File: src/rtl/timer_arbiter.sv
// Round-robin arbiter for three requesters sharing a single tick-based down-counter timer.
// The prescaler free-runs from reset; the FSM grants, times, and pulses done or aborts.
module timer_arbiter #(
  parameter int unsigned CLK_HZ  = 50_000_000,
  parameter int unsigned TICK_HZ = 1000,
  parameter int unsigned DUR_W   = 16
) (
  input  logic             clk,
  input  logic             rst,
  input  logic [2:0]       req,
  input  logic [DUR_W-1:0] dur0,
  input  logic [DUR_W-1:0] dur1,
  input  logic [DUR_W-1:0] dur2,
  output logic [2:0]       gnt,
  output logic [2:0]       done,
  output logic             busy,
  output logic             tick
);

  localparam int unsigned DIV   = CLK_HZ / TICK_HZ;
  localparam int unsigned CNT_W = (DIV > 1) ? $clog2(DIV) : 1;

  localparam logic [1:0] S_IDLE = 2'd0;
  localparam logic [1:0] S_RUN  = 2'd1;
  localparam logic [1:0] S_DONE = 2'd2;

  logic [CNT_W-1:0] cnt, cnt_nxt;
  logic [1:0]       state, state_nxt;
  logic [DUR_W-1:0] rem, rem_nxt;
  logic [1:0]       last, last_nxt;
  logic [1:0]       cur, cur_nxt;
  logic [2:0]       gnt_nxt, done_nxt;
  logic             busy_nxt;
  logic [1:0]       pick;
  logic             pick_vld;
  logic [DUR_W-1:0] sel_dur;

  // Prescaler: tick is registered so it is high exactly while cnt == DIV-1.
  always_comb begin
    cnt_nxt = (cnt == CNT_W'(DIV - 1)) ? '0 : cnt + CNT_W'(1);
  end

  always_ff @(posedge clk or posedge rst) begin
    if (rst) begin
      cnt  <= '0;
      tick <= 1'b0;
    end else begin
      cnt  <= cnt_nxt;
      tick <= (cnt_nxt == CNT_W'(DIV - 1));
    end
  end

  // Round-robin search starting just after the last served index.
  always_comb begin
    pick     = 2'd0;
    pick_vld = 1'b1;
    case (last)
      2'd0: begin
        if (req[1])      pick = 2'd1;
        else if (req[2]) pick = 2'd2;
        else if (req[0]) pick = 2'd0;
        else             pick_vld = 1'b0;
      end
      2'd1: begin
        if (req[2])      pick = 2'd2;
        else if (req[0]) pick = 2'd0;
        else if (req[1]) pick = 2'd1;
        else             pick_vld = 1'b0;
      end
      default: begin
        if (req[0])      pick = 2'd0;
        else if (req[1]) pick = 2'd1;
        else if (req[2]) pick = 2'd2;
        else             pick_vld = 1'b0;
      end
    endcase
  end

  always_comb begin
    case (pick)
      2'd0:    sel_dur = dur0;
      2'd1:    sel_dur = dur1;
      default: sel_dur = dur2;
    endcase
  end

  // Next-state and registered-output logic.
  always_comb begin
    state_nxt = state;
    gnt_nxt   = gnt;
    done_nxt  = 3'b000;
    busy_nxt  = busy;
    rem_nxt   = rem;
    last_nxt  = last;
    cur_nxt   = cur;
    case (state)
      S_IDLE: begin
        gnt_nxt  = 3'b000;
        busy_nxt = 1'b0;
        if (pick_vld) begin
          state_nxt = S_RUN;
          gnt_nxt   = 3'b001 << pick;
          rem_nxt   = sel_dur;
          cur_nxt   = pick;
          busy_nxt  = 1'b1;
        end
      end
      S_RUN: begin
        if (!req[cur]) begin
          state_nxt = S_IDLE;
          gnt_nxt   = 3'b000;
          busy_nxt  = 1'b0;
          last_nxt  = cur;
        end else if (rem == '0) begin
          state_nxt = S_DONE;
          gnt_nxt   = 3'b000;
          done_nxt  = gnt;
          last_nxt  = cur;
        end else if (tick) begin
          rem_nxt = rem - DUR_W'(1);
        end
      end
      S_DONE: begin
        state_nxt = S_IDLE;
        gnt_nxt   = 3'b000;
        busy_nxt  = 1'b0;
      end
      default: begin
        state_nxt = S_IDLE;
        gnt_nxt   = 3'b000;
        busy_nxt  = 1'b0;
      end
    endcase
  end

  always_ff @(posedge clk or posedge rst) begin
    if (rst) begin
      state <= S_IDLE;
      gnt   <= 3'b000;
      done  <= 3'b000;
      busy  <= 1'b0;
      rem   <= '0;
      last  <= 2'd2;
      cur   <= 2'd0;
    end else begin
      state <= state_nxt;
      gnt   <= gnt_nxt;
      done  <= done_nxt;
      busy  <= busy_nxt;
      rem   <= rem_nxt;
      last  <= last_nxt;
      cur   <= cur_nxt;
    end
  end

endmodule

File: config.mk
export PLATFORM = sky130hd
export DESIGN_NAME = timer_arbiter
export DESIGN_NICKNAME = d
export VERILOG_FILES = /design/src/rtl/timer_arbiter.sv
export SDC_FILE = /design/constraint.sdc
export NUM_CORES = 1
export LEC_CHECK = 0
export CAP_MARGIN = 20
export CORE_MARGIN = 2
export CORE_UTILIZATION = 46
export CTS_CLUSTER_SIZE = 14
export DETAILED_ROUTE_END_ITERATION = 8
export MAX_ROUTING_LAYER = met4
export PLACE_DENSITY = 0.79
export SLEW_MARGIN = 10
export SYNTH_ARGS = -nofsm -noshare
export SYNTH_HDL_FRONTEND = slang
export SYNTH_SLANG_ARGS = --single-unit
export TNS_END_PERCENT = 100
File: constraint.sdc
create_clock -name clk -period 2.27 [get_ports clk]
set_input_delay 0.454 -clock clk [delete_from_list [all_inputs] [get_ports clk]]
set_output_delay 0.454 -clock clk [all_outputs]
set_load 0.02 [all_outputs]
==> results.md, run 1 <==
- Share of final-layout standard cells stronger than drive strength 1: 0.144
- Post-route DRC: 0
- Post-CTS Hold Buffers: 0
- Pin count of the biggest net entering global routing: 27
- Most frequent standard cell in the layout excluding fill and tap cells: sky130_fd_sc_hd__clkdlybuf4s50_1
- Clock latency on the worst-skew pair: 310 ps
- #FFs+latches synth: 46
- Syn_area_per_cell: 9.47 um2
- Via count: 2,696
- Power per standard cell area: 966 nW/um2
- Initial Utilization: 0.473
- Worst Hold Class: in2async
- Syn. warnings: 0
- Vias per cell: 5.98
- Kind of capture point of the worst setup path: flop
- Leakage power: 0.00154 uW
- Transition time of the tightest slew-check pin: 648 ps
- Number of max-capacitance violations reported: 0
- Clock net sink count: 46
- Worst rel slew slack: 0.565
- Total global routing track utilization: 0.238
- Hold Fails Final Rpt: 0
- Number of distinct library cells after synthesis: 49
- Number of flops mapped to enable cells by yosys: 0
- Post-route core utilization: 0.647
- Crit-path cells: or4_4 -> or4_4 -> buf_4 -> a211oi_1 -> a211oi_1
- Antenna diode count: 0
- Highest cell delay on the worst timing path: 550 ps
- Number of antenna violations at the first check in global routing: 0
- Required arrival time at the worst endpoint: 2450 ps
- Fmax: 0.464 GHz
- Global route total overflow: 0
- Number of nets in the layout: 431
- Post-synthesis cell type with the largest combined area: sky130_fd_sc_hd__dfrtp_1
- Signed area change from the synthesized netlist to the final layout: 36.9%
- Post-synthesis instance area: 2770 um2
- Fin. max-slew vios: 0
- Top post-synthesis cells by area: sky130_fd_sc_hd__dfrtp_1 41%, sky130_fd_sc_hd__a211oi_1 4.6%, sky130_fd_sc_hd__o211ai_1 3.0%, sky130_fd_sc_hd__a21oi_1 2.9%, sky130_fd_sc_hd__nor3_1 2.9%
- CTS tree: yes
- Final-report setup violation count: 0
- Arrival time of data at the critical path endpoint: 2330 ps
- IO buf count: 60
- Clock Path Buffers: 2
- Die boundary width: 81.6 um
- Shortest period the worst path allows: 2150 ps
- Unrepaired setup endpoints after global routing: false
- Die Span Y: 81.6 um
- Area of the die: 6650 um2
- Routability-driven placement congestion ratio: 0.893
- Result of the run: finished clean
- Count of pins on the block boundary: 61
- Inserted Clock Buffers: 5
- Wire length of the first global-routing pass: 11.8 mm
- Clock transition at the register clock pins on the worst setup and hold paths after CTS: 100 ps
- Row count: 28
- Area share of the largest cell type after synthesis: 0.407
- Setup Fix Bufs, Post-CTS: 0
- Total wire length: 7.39 mm
- Max H-tree Level: 2
- CP max stage cell: sky130_fd_sc_hd__or4_4
- Root Buffer: sky130_fd_sc_hd__clkbuf_8
- Share of the clock period used by the worst path after layout: 0.949
- Number of nets produced by synthesis: 348
- Sum of net half-perimeters after detailed placement: 5.48 mm
- Peak VDD IR: 588 uV
- Number of routed nets with antenna violations: 0
- Core Area: 5850 um2
- Prevailing post-synth register cell: sky130_fd_sc_hd__dfrtp_1
- Drt initial violations: 285
- Commonest cells after routing, fill and taps aside: 60 x sky130_fd_sc_hd__clkdlybuf4s50_1, 45 x sky130_fd_sc_hd__dfrtp_1, 28 x sky130_fd_sc_hd__buf_4
- Highest net fanout along the worst path: 9
- Worst clock skew: 14.0 ps
- Number of standard cells after synthesis: 292
- Detail-routed net length per standard cell: 16.4 um
- TNS Setup: 0 ps
- Type of the worst setup path: reg2reg
- Async SR Flop Fraction: 1.00
- Detailed-routing iteration count for the pre-antenna-repair pass: 5
- Setup crit start kind: flop
- Number of global-route vias before repair: 2,493
- R2R setup slack: 120 ps
- Fraction of the yosys area taken by sequential cells: 0.417
[final timing paths]
check                      cells past startpoint       to    from
setup / recovery                               5   rem[2]  rem[4]
hold / removal                                 2  cnt[11]     rst
setup reg to reg                               5   rem[2]  rem[4]
hold reg to reg                                1  done[2]  gnt[2]
max in group asynchronous                      3  last[1]     rst
min in group clk                               1  done[2]  gnt[2]
[area by class of cell]
type | instances | area, um2
Tap cell | 75 | 93.8
Clock inverter | 3 | 21.3
Timing Repair Buffer | 92 | 891
Multi-Input combinational cell | 226 | 1550
Clock buffer | 5 | 68.8
Inverter | 4 | 15.0
Fill cell | 482 | 2060
Sequential cell | 46 | 1150
[power breakdown]
| group | total (uW) | switching [uW] | internal, uW | leakage, uW |
|---|---|---|---|---|
| clock network | 506 | 289 | 217 | 0.0000441 |
| registers | 1240 | 198 | 1050 | 0.000576 |
| logic | 1910 | 993 | 915 | 0.000915 |
| total | 3660 | 1480 | 2180 | 0.00154 |
[worst max-delay path: cells and delay by family, from the launching register on]
kind,cells,cell delay [ps]
buffers and inverters,1,200
flip-flops,1,400
AO/OA/AOI/OAI,2,340
AND/OR/NAND/NOR,2,1090
[per-stage QoR]
stage,total power [uW],hold slack [ps],cell area [um2],worst slack [ps],cells
after floorplan,2420,468,2770,99.2,292
after global placement,3090,485,3680,-81.1,443
after detailed placement,3130,487,3680,-143,443
after CTS,3650,460,3770,46.4,451
after global routing,3920,502,3790,13.6,451
final,3660,453,3790,116,451
[sequential cells by signal, indices dropped and copies added, names as in the netlist]
register / flops
cur: 2
cnt: 16
tick: 1
state: 2
busy: 1
rem: 16
last: 2
gnt: 3
done: 3
[synth_stat cells, types with 2 or more instances]
library cell                number
sky130_fd_sc_hd__a211oi_1       17
sky130_fd_sc_hd__a21o_1          6
sky130_fd_sc_hd__a21oi_1        16
sky130_fd_sc_hd__a222oi_1        6
sky130_fd_sc_hd__a22o_1          7
sky130_fd_sc_hd__a22oi_1         8
sky130_fd_sc_hd__a32o_1          6
sky130_fd_sc_hd__and2_1          6
sky130_fd_sc_hd__and4_1          4
sky130_fd_sc_hd__buf_2           2
sky130_fd_sc_hd__clkbuf_1       13
sky130_fd_sc_hd__dfrtp_1        45
sky130_fd_sc_hd__ha_1            3
sky130_fd_sc_hd__inv_1           4
sky130_fd_sc_hd__mux2_1          2
sky130_fd_sc_hd__mux2_2          3
sky130_fd_sc_hd__mux2i_1         3
sky130_fd_sc_hd__nand2_1        18
sky130_fd_sc_hd__nand2b_1        4
sky130_fd_sc_hd__nand3_1         6
sky130_fd_sc_hd__nand3b_1        2
sky130_fd_sc_hd__nand4_1         8
sky130_fd_sc_hd__nor2_1         20
sky130_fd_sc_hd__nor2b_1         4
sky130_fd_sc_hd__nor3_1         16
sky130_fd_sc_hd__nor4_1          7
sky130_fd_sc_hd__o211ai_1       11
sky130_fd_sc_hd__o21ai_0         6
sky130_fd_sc_hd__o2bb2ai_1       2
sky130_fd_sc_hd__or2_2           2
sky130_fd_sc_hd__or3_1           4
sky130_fd_sc_hd__or4_1           2
sky130_fd_sc_hd__or4_4           2
sky130_fd_sc_hd__xnor2_1         8
sky130_fd_sc_hd__xor2_1          5
[cells by family after synthesis]
family          after synthesis  share of synthesized area
compound gates               90                      0.240
xor+xnor                     13                     0.0412
buf+inv                      20                     0.0308
flops                        46                      0.417
mux                           8                     0.0312
simple gates                112                      0.227
fa+ha+maj                     3                     0.0136
[layer usage]
| layer | global-route usage | vias to the layer above | routed length [um] |
|---|---|---|---|
| met5 | - | - | 0 |
| met4 | 0.0678 | 0 | 112 |
| met3 | 0.0462 | 13 | 571 |
| met2 | 0.389 | 103 | 3590 |
| met1 | 0.302 | 1288 | 3120 |
| li1 | - | 1292 | - |
[what timing repair did]
| action | in CTS | in global routing |
|---|---|---|
| endpoints found under the hold margin | 0 | 0 |
| resized for setup | 0 | 3 |
| endpoints found under the setup margin | 0 | 8 |
Power figures use the tool's default switching activity.
==> run 2: changes to the inputs <==
Settings changed: HOLD_SLACK_MARGIN set to 0.06.
==> results of run 2 <==
Same layout as run 1: the final DEF is identical, and so are final timing and power.
